[config.mk]
export PLATFORM = sky130hd
export DESIGN_NAME = mem_arbiter
export DESIGN_NICKNAME = d
export VERILOG_FILES = /design/src/rtl/mem_arbiter.sv
export SDC_FILE = /design/constraint.sdc
export NUM_CORES = 1
export LEC_CHECK = 0
export CAP_MARGIN = 20
export CORE_ASPECT_RATIO = 1.75
export CORE_MARGIN = 2
export CORE_UTILIZATION = 46
export CTS_BUF_LIST = sky130_fd_sc_hd__clkbuf_16
export DETAILED_ROUTE_END_ITERATION = 8
export PLACE_DENSITY_LB_ADDON = 0.12
export SLEW_MARGIN = 15
export SYNTH_ARGS = -nofsm -noshare
export SYNTH_HDL_FRONTEND = slang
export SYNTH_SLANG_ARGS = --single-unit
[constraint.sdc]
create_clock -name clk -period 2.4 [get_ports clk]
set_input_delay 0.72 -clock clk [delete_from_list [all_inputs] [get_ports clk]]
set_output_delay 0.72 -clock clk [all_outputs]
set_load 0.02 [all_outputs]
[src/rtl/mem_arbiter.sv]
// rtl/mem_arbiter.sv - two-requester arbiter and sequencer for the shared 32-bit word memory
module mem_arbiter #(
  parameter int RD_LATENCY = 2,
  parameter int WAIT_LIMIT = 4
) (
  input  logic        clk,
  input  logic        rst_n,
  input  logic        cart_req,
  input  logic        cart_we,
  input  logic [16:0] cart_addr,
  input  logic [3:0]  cart_be,
  input  logic [31:0] cart_wdata,
  output logic        cart_ack,
  output logic [31:0] cart_rdata,
  input  logic        usb_req,
  input  logic        usb_we,
  input  logic [16:0] usb_addr,
  input  logic [3:0]  usb_be,
  input  logic [31:0] usb_wdata,
  output logic        usb_ack,
  output logic [31:0] usb_rdata,
  output logic [1:0]  mem_cmd,
  output logic [16:0] mem_addr,
  output logic [31:0] mem_wr_data,
  input  logic [31:0] mem_rd_data,
  output logic        busy,
  output logic        owner
);

  localparam logic [1:0] CMD_IDLE  = 2'b00;
  localparam logic [1:0] CMD_READ  = 2'b01;
  localparam logic [1:0] CMD_WRITE = 2'b10;

  typedef enum logic [2:0] {
    IDLE, RD, RD_WAIT, RMW_RD, RMW_WAIT, WR, ACK
  } state_t;

  state_t      state, state_n;
  logic [2:0]  cnt, cnt_n;
  logic [3:0]  usb_wait_cnt, wait_n;
  logic        owner_n;
  logic [16:0] lat_addr, lat_addr_n;
  logic [3:0]  lat_be, lat_be_n;
  logic [31:0] lat_wdata, lat_wdata_n;
  logic [1:0]  mem_cmd_n;
  logic [16:0] mem_addr_n;
  logic [31:0] mem_wr_data_n;
  logic        cart_ack_n, usb_ack_n, busy_n;
  logic [31:0] cart_rdata_n, usb_rdata_n;

  logic        usb_win, cart_win;
  logic        sel_we;
  logic [16:0] sel_addr;
  logic [3:0]  sel_be;
  logic [31:0] sel_wdata;
  logic [31:0] mask;
  logic [31:0] merged;

  // Byte mask from the latched enables and the read-modify-write merge.
  always_comb begin
    for (int i = 0; i < 4; i++) begin
      mask[8*i +: 8] = {8{lat_be[i]}};
    end
    merged = (mem_rd_data & ~mask) | (lat_wdata & mask);
  end

  // Arbitration, transaction sequencing and next values of every registered output.
  always_comb begin
    state_n       = state;
    cnt_n         = cnt;
    wait_n        = usb_wait_cnt;
    owner_n       = owner;
    lat_addr_n    = lat_addr;
    lat_be_n      = lat_be;
    lat_wdata_n   = lat_wdata;
    mem_cmd_n     = CMD_IDLE;
    mem_addr_n    = '0;
    mem_wr_data_n = '0;
    cart_ack_n    = 1'b0;
    usb_ack_n     = 1'b0;
    cart_rdata_n  = cart_rdata;
    usb_rdata_n   = usb_rdata;
    usb_win       = 1'b0;
    cart_win      = 1'b0;
    sel_we        = 1'b0;
    sel_addr      = '0;
    sel_be        = '0;
    sel_wdata     = '0;

    case (state)
      IDLE: begin
        usb_win  = usb_req && (!cart_req || (usb_wait_cnt >= 4'(WAIT_LIMIT)));
        cart_win = !usb_win && cart_req;
        if (!usb_req) wait_n = 4'd0;
        if (usb_win) begin
          wait_n    = 4'd0;
          owner_n   = 1'b1;
          sel_we    = usb_we;
          sel_addr  = usb_addr;
          sel_be    = usb_be;
          sel_wdata = usb_wdata;
        end else if (cart_win) begin
          if (usb_req && usb_wait_cnt != 4'hF) wait_n = usb_wait_cnt + 4'd1;
          owner_n   = 1'b0;
          sel_we    = cart_we;
          sel_addr  = cart_addr;
          sel_be    = cart_be;
          sel_wdata = cart_wdata;
        end
        if (usb_win || cart_win) begin
          lat_addr_n  = sel_addr;
          lat_be_n    = sel_be;
          lat_wdata_n = sel_wdata;
          cnt_n       = 3'd0;
          if (!sel_we) begin
            state_n    = RD;
            mem_cmd_n  = CMD_READ;
            mem_addr_n = sel_addr;
          end else if (sel_be == 4'hF) begin
            state_n       = WR;
            mem_cmd_n     = CMD_WRITE;
            mem_addr_n    = sel_addr;
            mem_wr_data_n = sel_wdata;
          end else if (sel_be == 4'h0) begin
            // Nothing to write: acknowledge without touching memory.
            state_n    = ACK;
            cart_ack_n = cart_win;
            usb_ack_n  = usb_win;
          end else begin
            state_n    = RMW_RD;
            mem_cmd_n  = CMD_READ;
            mem_addr_n = sel_addr;
          end
        end
      end
      RD: begin
        state_n = RD_WAIT;
        cnt_n   = 3'd1;
      end
      RD_WAIT: begin
        if (cnt == 3'(RD_LATENCY)) begin
          state_n = ACK;
          if (owner) begin
            usb_rdata_n = mem_rd_data;
            usb_ack_n   = 1'b1;
          end else begin
            cart_rdata_n = mem_rd_data;
            cart_ack_n   = 1'b1;
          end
        end else begin
          cnt_n = cnt + 3'd1;
        end
      end
      RMW_RD: begin
        state_n = RMW_WAIT;
        cnt_n   = 3'd1;
      end
      RMW_WAIT: begin
        if (cnt == 3'(RD_LATENCY)) begin
          state_n       = WR;
          mem_cmd_n     = CMD_WRITE;
          mem_addr_n    = lat_addr;
          mem_wr_data_n = merged;
        end else begin
          cnt_n = cnt + 3'd1;
        end
      end
      WR: begin
        state_n    = ACK;
        cart_ack_n = !owner;
        usb_ack_n  = owner;
      end
      ACK: begin
        state_n = IDLE;
      end
      default: begin
        state_n = IDLE;
      end
    endcase

    busy_n = (state_n != IDLE);
  end

  // State and output registers; reset abandons any transaction in flight.
  always_ff @(posedge clk or negedge rst_n) begin
    if (!rst_n) begin
      state        <= IDLE;
      cnt          <= '0;
      usb_wait_cnt <= '0;
      owner        <= 1'b0;
      lat_addr     <= '0;
      lat_be       <= '0;
      lat_wdata    <= '0;
      mem_cmd      <= CMD_IDLE;
      mem_addr     <= '0;
      mem_wr_data  <= '0;
      cart_ack     <= 1'b0;
      usb_ack      <= 1'b0;
      cart_rdata   <= '0;
      usb_rdata    <= '0;
      busy         <= 1'b0;
    end else begin
      state        <= state_n;
      cnt          <= cnt_n;
      usb_wait_cnt <= wait_n;
      owner        <= owner_n;
      lat_addr     <= lat_addr_n;
      lat_be       <= lat_be_n;
      lat_wdata    <= lat_wdata_n;
      mem_cmd      <= mem_cmd_n;
      mem_addr     <= mem_addr_n;
      mem_wr_data  <= mem_wr_data_n;
      cart_ack     <= cart_ack_n;
      usb_ack      <= usb_ack_n;
      cart_rdata   <= cart_rdata_n;
      usb_rdata    <= usb_rdata_n;
      busy         <= busy_n;
    end
  end

endmodule

# Yosys cells after proc, flatten, opt, wreduce, memory -nomap -nowiden
# Index checks and enable logic that the tools add are counted.
[totals] word_cells=110 ff_bits=182
[op_classes] muxes=57 reduce_logical=20 bitwise=5 add_sub_neg=2 n_eq_ne=10 order_cmp=1
[op_table] operator="2-to-1 mux 32 bit" count=6
[op_table] operator="2-to-1 mux 17 bit" count=7
[op_table] operator="AND 32 bit" count=2
[op_table] operator="one-hot mux 32 bit (2 select lines)" count=1
[op_table] operator="one-hot mux 17 bit (2 select lines)" count=1
[op_table] operator="NOT 32 bit" count=1
[op_table] operator="bitwise OR 32 bit" count=1
[op_table] operator="2-to-1 mux 4 bit" count=7
[op_table] operator="2-to-1 mux 3 bit" count=8
[op_table] operator="2-to-1 mux 1 bit" count=18
[op_table] operator="one-hot mux 3 bit (6 select lines)" count=1
[op_table] operator="equality test 3 x 2 -> 1 bit, second input constant" count=3
[op_table] operator="one-hot mux 3 bit (3 select lines)" count=1
[op_table] operator="AND reduction 3 bit" count=3
[op_table] operator="2-to-1 mux 2 bit" count=4
[op_table] operator="equality test 3 bit, second input constant" count=2
[op_table] operator="one-hot mux 1 bit (3 select lines)" count=2
[op_table] operator="nonzero test 3 bit" count=2
[op_table] operator="adder 4 x 1 -> 4 bit, second input constant" count=1
[op_table] operator="equality test 4 bit, second input constant" count=1
[op_table] operator=">= comparator 4 x 3 -> 1 bit, second input constant" count=1
[op_table] operator="logical NOT 4 bit" count=1
[op_table] operator="inequality test 2 bit, second input constant" count=2
[op_table] operator="inequality test 4 bit, second input constant" count=1
[op_table] operator="other kinds (11)" count=18

# Depth between registers and ports, before layout
# Gate-level depths: netlist of the first run.
[depth] word_depth=15 ltp_mapped=9 mapped_depth_nobuf=7

# Worst setup path before layout of the first run
# Ideal clock, no wire load.
[synth_timing] path_kind="input to register" from="input port cart_req" to="register lat_addr[0]" setup_slack_ns=0.228 setup_ns=0.127 t_arrival_ns=2.045 cell_stages=9 path_cell_list="buf_6 nor3b_4 nand2b_4 and3_1 buf_4 buf_6 buf_6 a222oi_1 inv_1"
[synth_between] elab_chain_len=7 word_cells_on_any_way=9 cone_classes="mux (2); reduce/logical (7)"
[synth_rtl] item="start, declared" line_no="8" rtl="input logic cart_req,"
[synth_rtl] item="logical NOT 1 bit" line_no="92" rtl="usb_win = usb_req && (!cart_req || (usb_wait_cnt >= 4'(WAIT_LIMIT)));"
[synth_rtl] item="logical OR 1 bit" line_no="92"
[synth_rtl] item="logical AND 1 bit" line_no="92"
[synth_rtl] item="logical NOT 1 bit" line_no="93" rtl="cart_win = !usb_win && cart_req;"
[synth_rtl] item="logical AND 1 bit" line_no="93"
[synth_rtl] item="2-to-1 mux 17 bit or logical OR 1 bit (tied branches)" line_no="102, 110"
[synth_rtl] item="2-to-1 mux 17 bit or AND reduction 2 bit (tied branches)"
[synth_rtl] item="end signal, assigned" line_no="207" rtl="lat_addr <= lat_addr_n;"
[synth_rtl] item="end, declared" line_no="42" rtl="logic [16:0] lat_addr, lat_addr_n;"
# Parallel ways exist; a longest one is shown, timed or not.
# A chain may end at the register's enable or synchronous reset.

# Worst setup path after layout of the first run
[layout_timing] from="register owner" to="output port owner"
[layout_lines] item="start, declared" line_no="27" rtl="output logic owner"
[layout_lines] item="start signal, assigned" line_no="206" rtl="owner <= owner_n;"
# No word-level cell between the ends.

==> metrics, run 1 <==
starting DRC count in detailed routing=approximately 230; Crit. End Element=primary output; final worst-path cycle share=94.7%; most common cell after layout, fill and taps aside=clkdlybuf4s50_1; status=finished, final reports clean; CORE AREA=0.0164 mm^2; final std cells w/o fill=1,132; htree depth=4; multi-input logic area=0.00278 mm^2; CP max FO=5; Yosys top cell area share=58.9%; GPL Wtd Cong=0.826; first-pass GRT wire length=34,900 um; grt ovf=0; Max stage delay on crit path=0.66 ns; Inst Count DP=approximately 1,100; antenna-violating nets left=0; min-delay worst type=primary input to async pin; synth unique cells=43; number of synthesized register bits=182; die width=102 um; register area share after synthesis=about three fifths; YS warnings=0; skew final=0.0120 ns; clock sink count=182; Worst setup SP type=flip-flop; Die Ht=~180 um; cell accounting for the most synthesized area=dfrtp_1; Synth area leaders=dfrtp_1 (59%), mux2_2 (8.7%), nand2_1 (4.7%); mean post-synth cell area=12.4 um^2; most frequent cells in the layout=clkdlybuf4s50_1 (261), dfrtp_1 (182), nand2_1 (95), mux2_2 (60), o22ai_1 (37); fin util=68.9%; vias=about 6,200; Via density=between 5 and 6; Root Buffer=clkbuf_16; dpl hpwl=16,400 um; RSZ-0062 raised after global routing=false; Finish-stage setup viols=0; NumNets Final=roughly 1,000; Layout area overhead=46.7%; fin. max-slew vios=0; Register Area=0.00455 mm^2; vias in the first global route=6,675; layout cell share with drive strength beyond 1=15.6%; R2R cell count=8; cell count along the critical path=1; r2r setup slk=0.35 ns; clock buffer depth=2; FMAX=440 MHz; TritonCTS buffer count=17; hold buffers post-CTS=0; WL/cell=19.9 um; Post-Syn Area=between 0.007 and 0.008 mm^2; number of remaining DRC errors=0; Async SR Flop Fraction=between 90% and 100%; cell row count=62; Lkg Pwr=5.13 nW; largest net degree at the start of global routing=between 50 and 60; ys flop type=dfrtp_1; total routed wirelength=roughly 23,000 um; worst reg2reg path endpoint=cnt[2]$_DFFE_PN0P_; maxcap violations=0; Antenna diodes=0; r2r startpoint=cnt[0]$_DFFE_PN0P_; Critical Path RT=between 1.5 and 2 ns; initial antenna violation count=0; Port-buffer cells=262; Critical Path End=owner; CP Class=flip-flop to primary output; worst endpoint data arrival time=1.55 ns; CP Cell Sequence=clkdlybuf4s50_1; Clock Latency Late Sink=approximately 0.42 ns; IO Pins=263; syn_nets=768; final hold violation count=0; initial core utilization=between 40% and 50%; Slowest cell on crit path=clkdlybuf4s50_1; Tmin final=2.27 ns; actual slew at the worst max-slew pin=0.559 ns; DR pass1 iterations=6; Bufs and invs on worst path=1; Fillers=1,263; crit path launch=owner$_DFFE_PN0P_; Power Density=between 1000 and 1500 mW/mm^2; Mapped Cells=621; cell family contributing the most delay on the critical path=buffers and inverters; Clock Pin Slew Worst Setup and Hold Paths=0.07 ns; Die ar.=0.0179 mm^2; number of synthesized flops with an enable pin=0; worst vdd ir=0.531 mV; GRT Util Overall=25.3%; clock tree from TritonCTS=built; Max transition margin=about 63%
[where the power goes]
part	total (mW)	switching (mW)	internal, mW
sequential	4.80	0.697	4.10
combinational	4.84	2.37	2.47
clock	2.65	1.28	1.37
total	12.3	4.34	7.95
[synthesized netlist by cell type (3+ instances only)]
| master | n |
|---|---|
| a21o_1 | 4 |
| a21oi_1 | 3 |
| a222oi_1 | 17 |
| a22o_1 | 34 |
| a22oi_1 | 32 |
| buf_2 | 13 |
| buf_4 | 7 |
| buf_6 | 11 |
| clkbuf_1 | 6 |
| clkbuf_4 | 4 |
| dfrtp_1 | 182 |
| ha_1 | 3 |
| inv_1 | 27 |
| mux2_1 | 5 |
| mux2_2 | 60 |
| mux2i_1 | 32 |
| nand2_1 | 96 |
| nand2b_1 | 3 |
| nor2_1 | 4 |
| nor3_1 | 5 |
| o21a_1 | 3 |
| o21ai_0 | 6 |
| o22ai_1 | 37 |
[cells by family (layout without fill, tap and decap cells)]
group | count (synthesis) | count (layout) | share of synthesized area [%]
buffers and inverters | 73 | 360 | 5.67
AOI/OAI and AO/OA | 144 | 144 | 14.3
DFF | 182 | 182 | 58.9
adders and majority gates | 3 | 3 | 0.486
muxes | 97 | 97 | 13.6
and+or+nand+nor | 122 | 122 | 6.99
[registers in the layout, summed over array words and instances, names as in the netlist]
signal	count
busy	1
cart_ack	1
cart_rdata	32
cnt	3
lat_addr	17
lat_be	4
lat_wdata	32
mem_addr	17
mem_cmd	2
mem_wr_data	32
owner	1
state	3
usb_ack	1
usb_rdata	32
usb_wait_cnt	4
[worst min path at each step]
stage,from,end,depth (start not counted)
after floorplan,rst_n,busy$_DFF_PN0_,0
after global placement,lat_wdata[3]$_DFFE_PN0P_,lat_wdata[3]$_DFFE_PN0P_,2
after detailed placement,lat_wdata[10]$_DFFE_PN0P_,lat_wdata[10]$_DFFE_PN0P_,2
after CTS,rst_n,mem_wr_data[5]$_DFF_PN0_,1
after global routing,rst_n,mem_wr_data[5]$_DFF_PN0_,1
final,rst_n,mem_wr_data[5]$_DFF_PN0_,1
[stage by stage]
stage	hold WS (ns)	TNS (ns)	worst slack [ns]	instance area (um^2)	power, mW
6_report	0.229	0	0.127	11300	12.3
3_3_place_gp	0.458	-18.01	-0.254	10700	9.46
4_1_cts	0.237	0	0.103	11300	12.4
5_1_grt	0.255	0	0.0141	11300	13.0
2_1_floorplan	0.424	0	0.228	7730	7.41
3_5_place_dp	0.466	-23.68	-0.331	10700	9.67
[repair_timing]
item / CTS / global route
resized for setup: 0 / 1
buffers inserted: 0 / 1
endpoints found under the setup margin: 0 / 4
[routing by layer]
layer | GRT usage (%) | part of all wire (%) | wire, um
met4 | 10.2 | 3.5 | 788
met1 | 29.1 | 37 | 8300
met5 | 0 | 0 | 0
met2 | 45.9 | 54 | 12300
met3 | 4.26 | 5.4 | 1230
[cell type report]
class / instances / area share [%]
clock inverters: 15 / 1.24
repair buffers: 301 / 27.0
flip-flops and latches: 182 / 40.2
clock buffers: 17 / 3.75
multi-input cells: 366 / 24.5
well taps: 224 / 2.47
inverters: 27 / 0.894
Note: power is estimated with default switching activity, not from simulation.
==> inputs of run 2 (changes only) <==
CORE_MARGIN = 3   (was 2)
PLACE_DENSITY_LB_ADDON = 0.3   (was 0.12)
==> run 2 against run 1 <==
Against the previous run:
- clock power is essentially flat
- first-iteration DRC count grew 58%
- final area is 0.46% higher
- global-route usage fell by 0.32 points
- critical path depth did not move
- sequential power is essentially flat
- utilization is 0.32 points higher
==> metrics, run 2 (same netlist as run 1, synthesis figures left out) <==
worst vdd ir=0.556 mV; TritonCTS buffer count=17; Layout area overhead=47.4%; Final Hold Slack=0.171 ns; number of remaining DRC errors=0; Clock Pin Slew Worst Setup and Hold Paths=roughly 0.070 ns; Comb power frac=39.7%; Tmin final=2.31 ns; clock tree from TritonCTS=built; Root Buffer=clkbuf_16; dpl hpwl=~17,000 um; Worst setup SP type=flip-flop; most common cell after layout, fill and taps aside=clkdlybuf4s50_1; clock share of power=between 20% and 30%; cell row count=62; worst endpoint data arrival time=around 1.6 ns; skew final=roughly 0.012 ns; fin. max-slew vios=0; Port-buffer cells=262; Finish-stage setup viols=0; Critical Path RT=1.68 ns; Slowest cell on crit path=clkdlybuf4s50_1; vias in the first global route=roughly 6,800; final worst-path cycle share=96.3%; Max transition margin=54.1%; most frequent cells in the layout=clkdlybuf4s50_1 (261), dfrtp_1 (182), nand2_1 (95), mux2_2 (60); maxcap violations=0; antenna-violating nets left=0; Power Density=1090 mW/mm^2; area post-placement=around 0.011 mm^2; CORE AREA=approximately 0.016 mm^2; status=finished, final reports clean; cell family contributing the most delay on the critical path=buffers and inverters; P_int=7.99 mW; actual slew at the worst max-slew pin=0.683 ns; WL/cell=20.2 um; largest net degree at the start of global routing=59; first-pass GRT wire length=36,300 um; Crit. End Element=primary output; initial antenna violation count=2; CP Class=flip-flop to primary output; Fillers=1,203; r2r setup slk=around 0.14 ns; die width=between 100 and 150 um; hold buffers post-CTS=0; GPL Wtd Cong=0.929; FMAX=433 MHz; Inst Count DP=1,102; GRT Util Overall=between 20% and 30%; min-delay worst type=primary input to async pin; Lkg Pwr=5.16 nW; clock buffer depth=2; final instance area=0.0114 mm^2; final hold violation count=0; RSZ-0062 raised after global routing=true; grt ovf=0; Post-Place Setup Slack=-0.300 ns; Register Area=0.00455 mm^2; DR pass1 iterations=8; Net Switching=4.40 mW; starting DRC count in detailed routing=369; total routed wirelength=23,000 um; clock sink count=roughly 180; NumNets Final=1,046; Setup WS post-layout=0.0896 ns; initial core utilization=a little under half; Total Neg Setup Slack=0 ns; fin util=69.2%; sw frac=35.5%; IO Pins=263; multi-input logic area=0.00280 mm^2; Final Power=12.4 mW; Max stage delay on crit path=around 0.69 ns; htree depth=4; layout cell share with drive strength beyond 1=16.2%; Die ar.=0.0185 mm^2; Reg power frac=about two fifths; Clock Latency Late Sink=0.42 ns; CP max FO=5; Bufs and invs on worst path=1; Via density=5.52; CP Cell Sequence=clkdlybuf4s50_1; Die Ht=approximately 180 um; vias=6,277; final std cells w/o fill=around 1,100
==> run 2: cell types whose count changed in the layout (fill, tap and decap cells not counted), moves of 2 or more <==
cell	previous run	this run
clkinv_4	6	1
clkinv_1	1	3
inv_6	2	6
o22ai_2	0	3
buf_4	28	31
diode_2	0	2
o22ai_1	37	34
==> run 2: area by class of cell <==
type                            count  share of cell area, %
Sequential cell                   182                   40.0
Timing Repair Buffer              305                   27.2
Multi-Input combinational cell    366                   24.5
Clock buffer                       17                   3.74
Tap cell                          224                   2.46
Clock inverter                     15                   1.18
Inverter                           27                  0.890
Antenna cell                        2                 0.0439
==> run 2: path summary, 6_finish.rpt <==
path / from / end / cells after the start
setup / recovery: owner$_DFFE_PN0P_ / owner / 1
hold reg to reg: lat_wdata[5]$_DFFE_PN0P_ / lat_wdata[5]$_DFFE_PN0P_ / 2
min in group clk: lat_wdata[5]$_DFFE_PN0P_ / lat_wdata[5]$_DFFE_PN0P_ / 2
setup reg to reg: cnt[0]$_DFFE_PN0P_ / cart_rdata[28]$_DFFE_PN0P_ / 6
max in group asynchronous: rst_n / usb_rdata[16]$_DFFE_PN0P_ / 2
hold / removal: rst_n / lat_addr[4]$_DFFE_PN0P_ / 1
==> run 2: routing by layer <==
layer | global-route usage (%) | wire (um)
met1 | 27.9 | 8210
met2 | 47.3 | 13100
met3 | 4.77 | 1180
met5 | 0 | 0
met4 | 9.04 | 558
==> run 2: what timing repair did <==
item | in CTS | in global routing
setup buffers | 0 | 1
gates resized for setup | 0 | 6
setup endpoints to repair | 0 | 20
==> run 2: power groups by stage <==
stage          logic (mW)  registers (mW)  clock network, mW
5_1_grt              5.29            4.91               2.84
3_3_place_gp         4.73            4.77                  0
4_1_cts              4.90            4.79               2.72
3_5_place_dp         4.87            4.84                  0
2_1_floorplan        2.08            5.33                  0
6_report             4.92            4.79               2.68
==> inputs of run 3 (changes only) <==
CELL_PAD_IN_SITES_DETAIL_PLACEMENT = 1   (was not set)
CELL_PAD_IN_SITES_GLOBAL_PLACEMENT = 1   (was not set)
CORE_MARGIN = 1.5   (was 3)
CORE_UTILIZATION = 35   (was 46)
==> run 3 against run 2 <==
Against the previous run:
- combinational power rose by 1%
- critical path type unchanged
- via count shrank 2.0%
- final cell count is 5.6% higher
- sequential share of layout area shrank 0.22 points
- clock skew decreased by 0.0024 ns
- die area is 25% higher
- global-route usage fell by 2.6 points
- first-iteration DRC count fell by 20%
- final area is 0.56% higher
- clock power decreased by 2%
==> metrics, run 3 (same netlist as run 1, synthesis figures left out) <==
status=finished, final reports clean; largest net degree at the start of global routing=between 50 and 60; clock sink count=182; layout cell share with drive strength beyond 1=15.8%; skew final=0.00976 ns; Inst Count DP=around 1,200; Crit. End Element=primary output; final hold violation count=0; Clock Latency Late Sink=0.44 ns; GPL Wtd Cong=0.854; cell family contributing the most delay on the critical path=buffers and inverters; NumNets Final=1,044; grt ovf=0; R2R cell count=7; CORE AREA=0.0216 mm^2; die width=115 um; Finish-stage setup viols=0; worst reg2reg path endpoint=cnt[1]$_DFFE_PN0P_; fin. max-slew vios=0; CP Class=flip-flop to primary output; Layout area overhead=48.2%; GRT Util Overall=22.4%; Root Buffer=clkbuf_16; r2r setup slk=0.27 ns; Antenna diodes=0; Die ar.=between 0.02 and 0.025 mm^2; Worst setup SP type=flip-flop; Via density=5.12; cell count along the critical path=1; Max transition margin=60.3%; total routed wirelength=24,900 um; actual slew at the worst max-slew pin=0.596 ns; CP max FO=5; most common cell after layout, fill and taps aside=clkdlybuf4s50_1; WL/cell=20.8 um; Max stage delay on crit path=0.68 ns; initial antenna violation count=0; Port-buffer cells=between 200 and 300; min-delay worst type=primary input to async pin; crit path launch=owner$_DFFE_PN0P_; r2r startpoint=cnt[0]$_DFFE_PN0P_; maxcap violations=0; fin util=53.1%; clock buffer depth=2; final std cells w/o fill=~1,200; Setup WS post-layout=0.0710 ns; Lkg Pwr=5.14 nW; TritonCTS buffer count=17; Die Ht=200 um; most frequent cells in the layout=clkdlybuf4s50_1 (261), dfrtp_1 (182), nand2_1 (95), mux2_2 (60), o22ai_1 (36); vias=6,150; vias in the first global route=~7,000; Critical Path End=owner; Bufs and invs on worst path=1; Critical Path RT=1.68 ns; area post-placement=0.0109 mm^2; RSZ-0062 raised after global routing=false; Tmin final=approximately 2.3 ns; Slowest cell on crit path=clkdlybuf4s50_1; antenna-violating nets left=0; CP Cell Sequence=clkdlybuf4s50_1; cell row count=a little over 70; Power Density=1080 mW/mm^2; IO Pins=263; Clock Pin Slew Worst Setup and Hold Paths=0.07 ns; number of remaining DRC errors=0; FMAX=429 MHz; Final Power=about 12 mW; # Post-CTS Setup Buffers=0; Total Neg Setup Slack=0 ns; worst endpoint data arrival time=~1.6 ns; final instance area=0.0115 mm^2; DR pass1 iterations=4; Post-Place Setup Slack=-0.337 ns; Final Hold Slack=0.234 ns; dpl hpwl=~18,000 um; initial core utilization=roughly 36%; starting DRC count in detailed routing=297; htree depth=4; first-pass GRT wire length=38,400 um; worst vdd ir=0.653 mV; clock tree from TritonCTS=built; final worst-path cycle share=97.0%
==> run 3: worst min-delay path by stage <==
stage                                 to  depth (start not counted)                 startpoint
6_report         lat_addr[4]$_DFFE_PN0P_                          1                      rst_n
3_3_place_gp   lat_wdata[21]$_DFFE_PN0P_                          2  lat_wdata[21]$_DFFE_PN0P_
4_1_cts          lat_addr[4]$_DFFE_PN0P_                          1                      rst_n
3_5_place_dp   lat_wdata[10]$_DFFE_PN0P_                          2  lat_wdata[10]$_DFFE_PN0P_
2_1_floorplan             busy$_DFF_PN0_                          0                      rst_n
5_1_grt          lat_addr[4]$_DFFE_PN0P_                          1                      rst_n
==> run 3: metal layers <==
layer,vias up,global-route usage (%),wire length [um]
met1,3136,23.8,9110
li1,2813,-,-
met4,0,7.45,547
met2,169,42.7,14200
met3,32,4.97,1090
met5,-,0,0
==> run 3: final cells by class <==
class / instances / area, um^2
inverter: 27 / 101
multi-input combinational: 366 / 2780
fill: 2236 / 10100
tap: 292 / 365
clock inverter: 15 / 115
timing repair buffer: 303 / 3110
clock buffer: 17 / 425
sequential: 182 / 4550
==> run 3: power by group <==
group	switching, mW	total, mW	leakage, nW	internal [mW]
clock	1.21	2.62	0.263	1.41
combinational	2.45	4.97	2.54	2.52
sequential	0.702	4.81	2.34	4.11
==> run 3: repair_timing <==
action                     4_1_cts  5_1_grt
setup endpoints to repair        0        2
resized for setup                0        2
hold buffers                     0        0
